$ cat src/rtl/arb_pkg.sv
// Shared types and sizes for the 4-way round-robin mux arbiter.
package arb_pkg;

   typedef enum logic {IDLE, GRANT} arb_state_t;

   localparam int N_REQ = 4;
   localparam int IDX_W = 2;

   // One-hot encoding of a requester index.
   function automatic logic [N_REQ-1:0] idx_onehot(input logic [IDX_W-1:0] idx);
      logic [N_REQ-1:0] v;
      v      = '0;
      v[idx] = 1'b1;
      return v;
   endfunction

endpackage

$ cat src/rtl/rr_pick4.sv
// Rotating priority picker: first requester at or after ptr, wrapping mod 4.
module rr_pick4
   import arb_pkg::*;
(
   input  logic [N_REQ-1:0] req,
   input  logic [IDX_W-1:0] ptr,
   output logic             found,
   output logic [IDX_W-1:0] idx
);

   logic [2*N_REQ-1:0] req_dbl;
   logic [2*N_REQ-1:0] req_sh;
   logic [N_REQ-1:0]   req_rot;
   logic [IDX_W-1:0]   offset;

   // Rotate so ptr lands on bit 0, then take the lowest set bit.
   always_comb begin
      req_dbl = {req, req};
      req_sh  = req_dbl >> ptr;
      req_rot = req_sh[N_REQ-1:0];
      found   = |req_rot;
      offset  = '0;
      for (int k = N_REQ - 1; k >= 0; k--) begin
         if (req_rot[k]) offset = IDX_W'(k);
      end
      idx = ptr + offset;
   end

endmodule

$ cat src/rtl/mux_rr_arbiter.sv
// Round-robin arbiter driving the select pair and one-hot grant of a
// shared 4:1 mux resource, with an optional per-owner hold limit.
module mux_rr_arbiter
   import arb_pkg::*;
#(
   parameter int MAX_HOLD = 16
)(
   input  logic             clk,
   input  logic             reset,
   input  logic [N_REQ-1:0] req,
   output logic [N_REQ-1:0] gnt,
   output logic             sel1,
   output logic             sel0,
   output logic             busy,
   output logic             timeout
);

   localparam int HC_W = (MAX_HOLD == 0) ? 1 : $clog2(MAX_HOLD + 1);
   localparam logic [HC_W-1:0] HOLD_LAST = HC_W'((MAX_HOLD == 0) ? 0 : MAX_HOLD - 1);
   localparam bit HOLD_LIMITED = (MAX_HOLD != 0);

   arb_state_t       state;
   logic [IDX_W-1:0] ptr;
   logic [IDX_W-1:0] owner;
   logic [IDX_W-1:0] sel_r;
   logic [HC_W-1:0]  hold_cnt;
   logic [N_REQ-1:0] gnt_r;
   logic             busy_r;
   logic             timeout_r;

   logic             pick_found;
   logic [IDX_W-1:0] pick_idx;

   rr_pick4 u_pick (
      .req   (req),
      .ptr   (ptr),
      .found (pick_found),
      .idx   (pick_idx)
   );

   // FSM with all outputs registered; sel keeps the last owner while idle.
   always_ff @(posedge clk) begin
      if (reset) begin
         state     <= IDLE;
         ptr       <= '0;
         owner     <= '0;
         sel_r     <= '0;
         hold_cnt  <= '0;
         gnt_r     <= '0;
         busy_r    <= 1'b0;
         timeout_r <= 1'b0;
      end else begin
         case (state)
            IDLE: begin
               timeout_r <= 1'b0;
               if (pick_found) begin
                  state    <= GRANT;
                  owner    <= pick_idx;
                  sel_r    <= pick_idx;
                  gnt_r    <= idx_onehot(pick_idx);
                  busy_r   <= 1'b1;
                  hold_cnt <= '0;
               end
            end
            GRANT: begin
               if (!req[owner] || (HOLD_LIMITED && hold_cnt == HOLD_LAST)) begin
                  // A voluntary release on the limit edge is not a timeout.
                  state     <= IDLE;
                  gnt_r     <= '0;
                  busy_r    <= 1'b0;
                  ptr       <= owner + IDX_W'(1);
                  timeout_r <= req[owner];
               end else begin
                  timeout_r <= 1'b0;
                  if (hold_cnt != '1) hold_cnt <= hold_cnt + HC_W'(1);
               end
            end
            default: begin
               state  <= IDLE;
               gnt_r  <= '0;
               busy_r <= 1'b0;
            end
         endcase
      end
   end

   assign gnt     = gnt_r;
   assign sel1    = sel_r[1];
   assign sel0    = sel_r[0];
   assign busy    = busy_r;
   assign timeout = timeout_r;

endmodule

$ cat config.mk
export PLATFORM = sky130hd
export DESIGN_NAME = mux_rr_arbiter
export DESIGN_NICKNAME = d
export VERILOG_FILES = /design/src/rtl/arb_pkg.sv /design/src/rtl/rr_pick4.sv /design/src/rtl/mux_rr_arbiter.sv
export SDC_FILE = /design/constraint.sdc
export NUM_CORES = 1
export LEC_CHECK = 0
export CAP_MARGIN = 20
export CELL_PAD_IN_SITES_DETAIL_PLACEMENT = 0
export CELL_PAD_IN_SITES_GLOBAL_PLACEMENT = 1
export CORE_MARGIN = 2
export CORE_UTILIZATION = 36
export DETAILED_ROUTE_END_ITERATION = 12
export HOLD_SLACK_MARGIN = 0.08
export PLACE_DENSITY_LB_ADDON = 0.1
export SYNTH_ARGS = -nofsm -noshare
export SYNTH_HDL_FRONTEND = slang
export SYNTH_HIERARCHICAL = 1
export SYNTH_SLANG_ARGS = --single-unit
$ cat constraint.sdc
create_clock -name clk -period 1.6 [get_ports clk]
set_input_delay 0.16 -clock clk [delete_from_list [all_inputs] [get_ports clk]]
set_output_delay 0.16 -clock clk [all_outputs]
set_load 0.05 [all_outputs]
==> impl_metrics.csv, run 1 <==
group,metric,value,unit
placement,dp_hpwl,1800,um
run_status,violations,"negative setup slack",
layout,final_cell_mix,"30 x buf_4, 11 x dfxtp_1, 9 x inv_1",
critical_path,cp.arrival,1.98,ns
global_route,antenna_found_initial,0,
sta,finalSetupTns,-0.906,ns
run,maxCapViolCount,0,
floorplanning,io_pins,14,
layout,nNetsFinal,162,
critical_path,reg2regPathDepth,9,
min_path,hold_path.class,"flop to flop",
layout,ff_latch_area,332,um^2
logic_synthesis,ys_ff_latch,16,
routing,antenna_left,0,
sta,min_period,1.80,ns
critical_path,slowest_delay,0.36,ns
sta,rsz0062_at_grt,"true",
critical_path,cp_max_fo,5,
sta,hold_viol_final,0,
layout,drive_gt1_share,49.7,%
sta,hold-worst-slack,0.451,ns
clock_tree,root_buffer,"clkbuf_4",
routing,highest_layer,"met4",
floorplanning,die_area,3170,um^2
critical_path,r2r_slack,-0.20,ns
sta,drv_slew,0,
global_route,overflow,0,
clock_tree,insertion_delay,0.29,ns
critical_path,cp-start-kind,"flop",
layout,antennaDiodeCount,0,
floorplanning,core_area,2540,um^2
sta,fin_crit_sh,112,%
critical_path,critPathCaptureType,"flop",
sta,setup_viol,9,
power,ir_worst_vdd,614,uV
routing,via_per_inst,5.15,
global_route,grtUsageTotal,16.4,%
sta,fin_worst_skew,0.00239,ns
sta,tightestPinTransition,0.351,ns
global_route,grt_pass1_wl,4030,um
clock_tree,cts.sinks,16,
floorplanning,fp.dieW,56.3,um
placement,preCtsSetupSlack,-0.590,ns
layout,layout_commonest_cell,"buf_4",
critical_path,cp_cell_sequence,"nand2b_4, a21oi_2, o22ai_1, o21a_1, ha_2, xnor2_2, xnor2_2, nand3b_1, o22ai_1",
logic_synthesis,synth.avg_cell_area,8.87,um^2
clock_tree,ctsHoldBuffers,0,
clock_tree,path_clk_slew,0.10,ns
run_status,outcome,"finished with violations",
clock_tree,cts_tree,"yes",
layout,fillers,239,
routing,routed-wl-met3,62,um
routing,drtIter0Drc,18,
layout,syn_to_final_growth,55.0,%
layout,multiInputGateArea,743,um^2
critical_path,critical_path.startpoint,"ptr[1]",
routing,m1WireLength,1220,um
sta,slew_headroom,76.5,%
logic_synthesis,syn_area,985,um^2
sta,setup_ws,-0.197,ns
logic_synthesis,synth_seq_area_share,32.5,%
placement,port_buffers,13,
routing,wire_per_inst,13.4,um
logic_synthesis,synth_cell_types,43,
critical_path,slowest_stage,"dfxtp_4",
floorplanning,start_util,38.7,%
global_route,grt_pass1_vias,908,
critical_path,path_class,"flop to flop",
global_route,grt_start_max_net_pins,14,
power,power.density,883,nW/um^2
clock_tree,clk_path_buf_depth,2,
clock_tree,htreeDepth,1,
logic_synthesis,synth_fp_nets,121,
routing,wl,2420,um
placement,place_congestion,0.851,
floorplanning,chipHeight,56.3,um
critical_path,required,1.79,ns
clock_tree,cts_made_buffers,3,
critical_path,reg2reg_from,"ptr[1]",
power,leakage,0.000633,uW
critical_path,endpoint,"gnt[1]",
logic_synthesis,synth_cells,111,
floorplanning,rows,18,
sta,fmax,557,MHz
routing,drc,0,
routing,drtPass1Iterations,4,
routing,vias,932,
critical_path,r2r_end,"gnt[1]",
routing,wl_met2,1100,um
logic_synthesis,synth_warnings,6,
min_path,hold_start,"gnt[0]",
## logic make-up (layout without fill, tap and decap cells)
logic type	after synthesis	count (layout)	share of synthesized area, %
buffers and inverters	14	54	6.48
AO/OA/AOI/OAI	24	24	19.4
XOR/XNOR	3	3	2.67
flip-flops	16	16	32.5
AND/OR/NAND/NOR	44	44	25.7
multiplexers	6	6	8.13
adder cells (fa/ha/maj)	4	4	5.08
## metrics by stage
| step | utilization, % | std cells | cell area, um^2 | total power [uW] |
|---|---|---|---|---|
| 2_1_floorplan | - | 111 | 1070 | 838 |
| 3_3_place_gp | 54.6 | 174 | 1390 | 1030 |
| 3_5_place_dp | 54.6 | 174 | 1390 | 1030 |
| 4_1_cts | 58.7 | 180 | 1490 | 1340 |
| 5_1_grt | 60.0 | 181 | 1530 | 1440 |
| 6_report | 60.0 | 181 | 1530 | 1350 |
## worst max-delay path, delay by kind of cell, from the launching register on
family,cells,cell delay (ns)
compound gates,4,0.46
fa+ha+maj,1,0.18
flops,1,0.36
simple gates,2,0.28
xor+xnor,2,0.41
## state kept, by name, indices dropped and copies added, names as in the netlist
signal,count
gnt,4
busy,1
ptr,2
hold_cnt,5
timeout,1
sel_r,2
state,1
## where the power goes
group / internal [uW] / switching (uW)
sequential: 442 / 38.9
clock: 139 / 139
combinational: 283 / 307
total: 864 / 485
## metal layers
metal  global-route usage (%)  vias up
li1                         -      481
met1                     21.7      433
met2                     26.2       14
met3                     3.46        4
met4                     6.12        0
met5                        0        -
## cells in the mapped netlist (all sizes together)
library cell  number  area share, %
o22ai              3            1.9
a221oi             1           0.89
and4               1            1.0
xnor2              3            2.7
nand2              4            1.5
nor2b              7            4.4
a21oi              5            2.5
mux4               1            2.3
nand3b             2            1.5
clkbuf             4            1.9
mux2               3            3.8
nand3              4            2.5
inv                9            3.4
and2b              1           0.76
ha                 4            5.1
nand2b             4            2.5
nand4              1           0.64
nor2               9            3.4
nor3b              2            1.5
a311o              1            1.0
o311ai             2            2.5
o21a               1           0.76
or4                1           0.76
o21ai              1           0.51
and3               3            2.0
a2bb2oi            1           0.89
nor3               4            2.0
o211ai             2            2.0
a21boi             1            1.1
dfxtp             16             33
o2bb2ai            1           0.89
or3b               1           0.89
a31oi              1           0.64
buf                1            1.1
a211o              4            3.7
mux2i              2            2.0
## worst min path at each step
stage,end,slack (ns),depth (start not counted)
6_report,gnt[0],0.45,2
5_1_grt,gnt[0],0.48,2
4_1_cts,gnt[0],0.46,2
3_5_place_dp,gnt[0],0.44,2
3_3_place_gp,gnt[0],0.44,2
2_1_floorplan,state,0.51,3
## cell type report
type / count / share of cell area (%)
Tap cell: 30 / 2.46
Clock buffer: 4 / 2.38
Inverter: 9 / 2.21
Multi-Input combinational cell: 81 / 48.7
Sequential cell: 16 / 21.7
Timing Repair Buffer: 41 / 22.5
## repair_timing
item	4_1_cts	5_1_grt
resized for setup	16	8
setup endpoints to repair	14	13
gates cloned	1	1
pin swaps	5	4
buffers inserted	1	0
Power figures use the tool's default switching activity.
==> run 2: changes to the inputs <==
--- a/config.mk
+++ b/config.mk
@@ -8,11 +8,11 @@
 export CAP_MARGIN = 20
 export CELL_PAD_IN_SITES_DETAIL_PLACEMENT = 0
 export CELL_PAD_IN_SITES_GLOBAL_PLACEMENT = 1
-export CORE_MARGIN = 2
 export CORE_UTILIZATION = 36
 export DETAILED_ROUTE_END_ITERATION = 12
 export HOLD_SLACK_MARGIN = 0.08
 export PLACE_DENSITY_LB_ADDON = 0.1
+export SETUP_SLACK_MARGIN = 0.02
 export SYNTH_ARGS = -nofsm -noshare
 export SYNTH_HDL_FRONTEND = slang
 export SYNTH_HIERARCHICAL = 1
==> impl_metrics.csv, run 2 (synthesized netlist as in run 1, its figures left out) <==
group,metric,value,unit
critical_path,reg2reg_from,"ptr[1]",
run_status,violations,"negative setup slack",
critical_path,path_buf_inv,0,
routing,drtPass1Iterations,4,
critical_path,cp_cell_sequence,"nand2b_4, a21oi_2, o22ai_1, o21a_1, ha_4, xnor2_2, xnor2_2, nand3b_1, o22ai_1",
routing,antenna_left,0,
sta,drv_slew,0,
critical_path,slowest_delay,0.37,ns
floorplanning,core_area,2520,um^2
sta,slew_headroom,76.7,%
sta,finalSetupTns,-0.676,ns
routing,wl,2440,um
layout,drive_gt1_share,51.9,%
power,ir_worst_vdd,687,uV
clock_tree,root_buffer,"clkbuf_4",
clock_tree,cts.sinks,16,
critical_path,r2r_end,"gnt[1]",
critical_path,slowest_stage,"dfxtp_4",
clock_tree,cts_tree,"yes",
sta,setup_ws,-0.153,ns
clock_tree,insertion_delay,0.30,ns
clock_tree,clk_path_buf_depth,2,
placement,port_buffers,13,
floorplanning,start_util,39.0,%
layout,design_area,1540,um^2
clock_tree,htreeDepth,1,
sta,fmax,570,MHz
global_route,antenna_found_initial,0,
power,combPwrFrac,45.2,%
critical_path,r2r_slack,-0.15,ns
layout,final_cell_mix,"34 x buf_4, 11 x dfxtp_1, 8 x inv_1, 8 x nor2_1, 6 x nor2b_1",
global_route,grt_pass1_wl,4080,um
floorplanning,fp.dieW,54.3,um
routing,vias,957,
min_path,min_to,"gnt[0]",
global_route,met2_usage,31.9,%
sta,hold_viol_final,0,
power,power_switching,490,uW
power,cell_internal_pwr,811,uW
floorplanning,chipHeight,54.3,um
critical_path,cp.arrival,1.98,ns
global_route,grtUsageTotal,19.3,%
clock_tree,ctsHoldBuffers,0,
floorplanning,io_pins,14,
global_route,gr-usage-met1,25.5,%
critical_path,reg2regPathDepth,9,
clock_tree,path_clk_slew,0.11,ns
sta,fin_crit_sh,110,%
layout,layout_commonest_cell,"buf_4",
min_path,hold_start,"gnt[0]",
min_path,whs_path_depth,2,
critical_path,cp_max_fo,5,
power,leakage,0.000625,uW
power,pwr-share-seq,36.7,%
global_route,met3_usage,4.17,%
critical_path,cp-start-kind,"flop",
layout,top_register,"hold_cnt",
routing,wire_per_inst,13.3,um
layout,syn_to_final_growth,56.2,%
layout,largest_reg_flops,5,
placement,place_congestion,0.835,
sta,setup_viol,8,
critical_path,path_class,"flop to flop",
sta,rsz0062_at_grt,"true",
min_path,hold_path.class,"flop to flop",
placement,postPlaceCellArea,1420,um^2
routing,drtIter0Drc,11,
layout,nNetsFinal,165,
run,maxCapViolCount,0,
critical_path,crit_family,"compound AO/OA/AOI/OAI gates",
sta,fin_worst_skew,0.00595,ns
global_route,grt_pass1_vias,908,
critical_path,required,1.83,ns
layout,antennaDiodeCount,0,
run_status,outcome,"finished with violations",
global_route,overflow,0,
critical_path,critPathCaptureType,"flop",
power,p_sw_share,37.7,%
sta,min_period,1.75,ns
layout,fin_util,61.0,%
floorplanning,die_area,2950,um^2
floorplanning,rows,18,
sta,tightestPinTransition,0.349,ns
placement,dp_hpwl,1880,um
power,pwr-share-clk,18.1,%
clock_tree,cts_made_buffers,3,
routing,via_per_inst,5.20,
routing,drc,0,
global_route,busiest_layer,"met2",
global_route,grt_start_max_net_pins,10,
power,power.density,846,nW/um^2
[run 2: how the worst max path moves through the flow]
stage,slack (ns),cells after the start,startpoint,to
final,-0.15,9,ptr[1],gnt[1]
after global routing,-0.28,8,ptr[1],gnt[1]
after CTS,-0.18,9,ptr[1],gnt[1]
after detailed placement,-0.61,10,req[1],gnt[1]
after global placement,-0.57,8,req[0],sel_r[1]
after floorplan,-0.08,3,sel_r[0],ptr[1]
[run 2: layer usage]
metal | vias up | routed length, um
met1 | 460 | 1220
li1 | 486 | -
met2 | 11 | 1170
met5 | - | 0
met4 | 0 | 0
met3 | 0 | 55
[run 2: repair_timing]
item / 4_1_cts / 5_1_grt
gates resized for setup: 16 / 13
setup endpoints to repair: 15 / 14
buffers inserted: 1 / 1
pin swaps: 7 / 8
endpoints found under the hold margin: 0 / 0
[run 2: power groups by stage]
stage / combinational [uW] / sequential [uW] / clock, uW
after floorplan: 262 / 581 / 0
after detailed placement: 548 / 485 / 0
after CTS: 565 / 478 / 236
after global routing: 632 / 485 / 255
final: 588 / 477 / 236
after global placement: 543 / 483 / 0
[run 2: through the flow]
| step | total power, uW | hold slack, ns | std cells | setup WS (ns) |
|---|---|---|---|---|
| 2_1_floorplan | 843 | 0.508 | 111 | -0.0809 |
| 3_3_place_gp | 1030 | 0.441 | 178 | -0.574 |
| 3_5_place_dp | 1030 | 0.445 | 178 | -0.613 |
| 4_1_cts | 1280 | 0.459 | 183 | -0.175 |
| 5_1_grt | 1370 | 0.492 | 184 | -0.277 |
| 6_report | 1300 | 0.458 | 184 | -0.153 |
[run 2: final cells by class]
| type | count | area, um^2 |
|---|---|---|
| multi-input cells | 81 | 757 |
| clock buffers | 3 | 22.5 |
| repair buffers | 44 | 349 |
| well taps | 30 | 37.5 |
| clock inverters | 1 | 3.75 |
| fillers | 202 | 985 |
| inverters | 9 | 33.8 |
| flip-flops and latches | 16 | 334 |
[run 2: worst min-delay path, cell delays in order (launching register included)]
cell	delay [ns]
dfxtp_1	0.32
inv_1	0.05
o2bb2ai_1	0.05
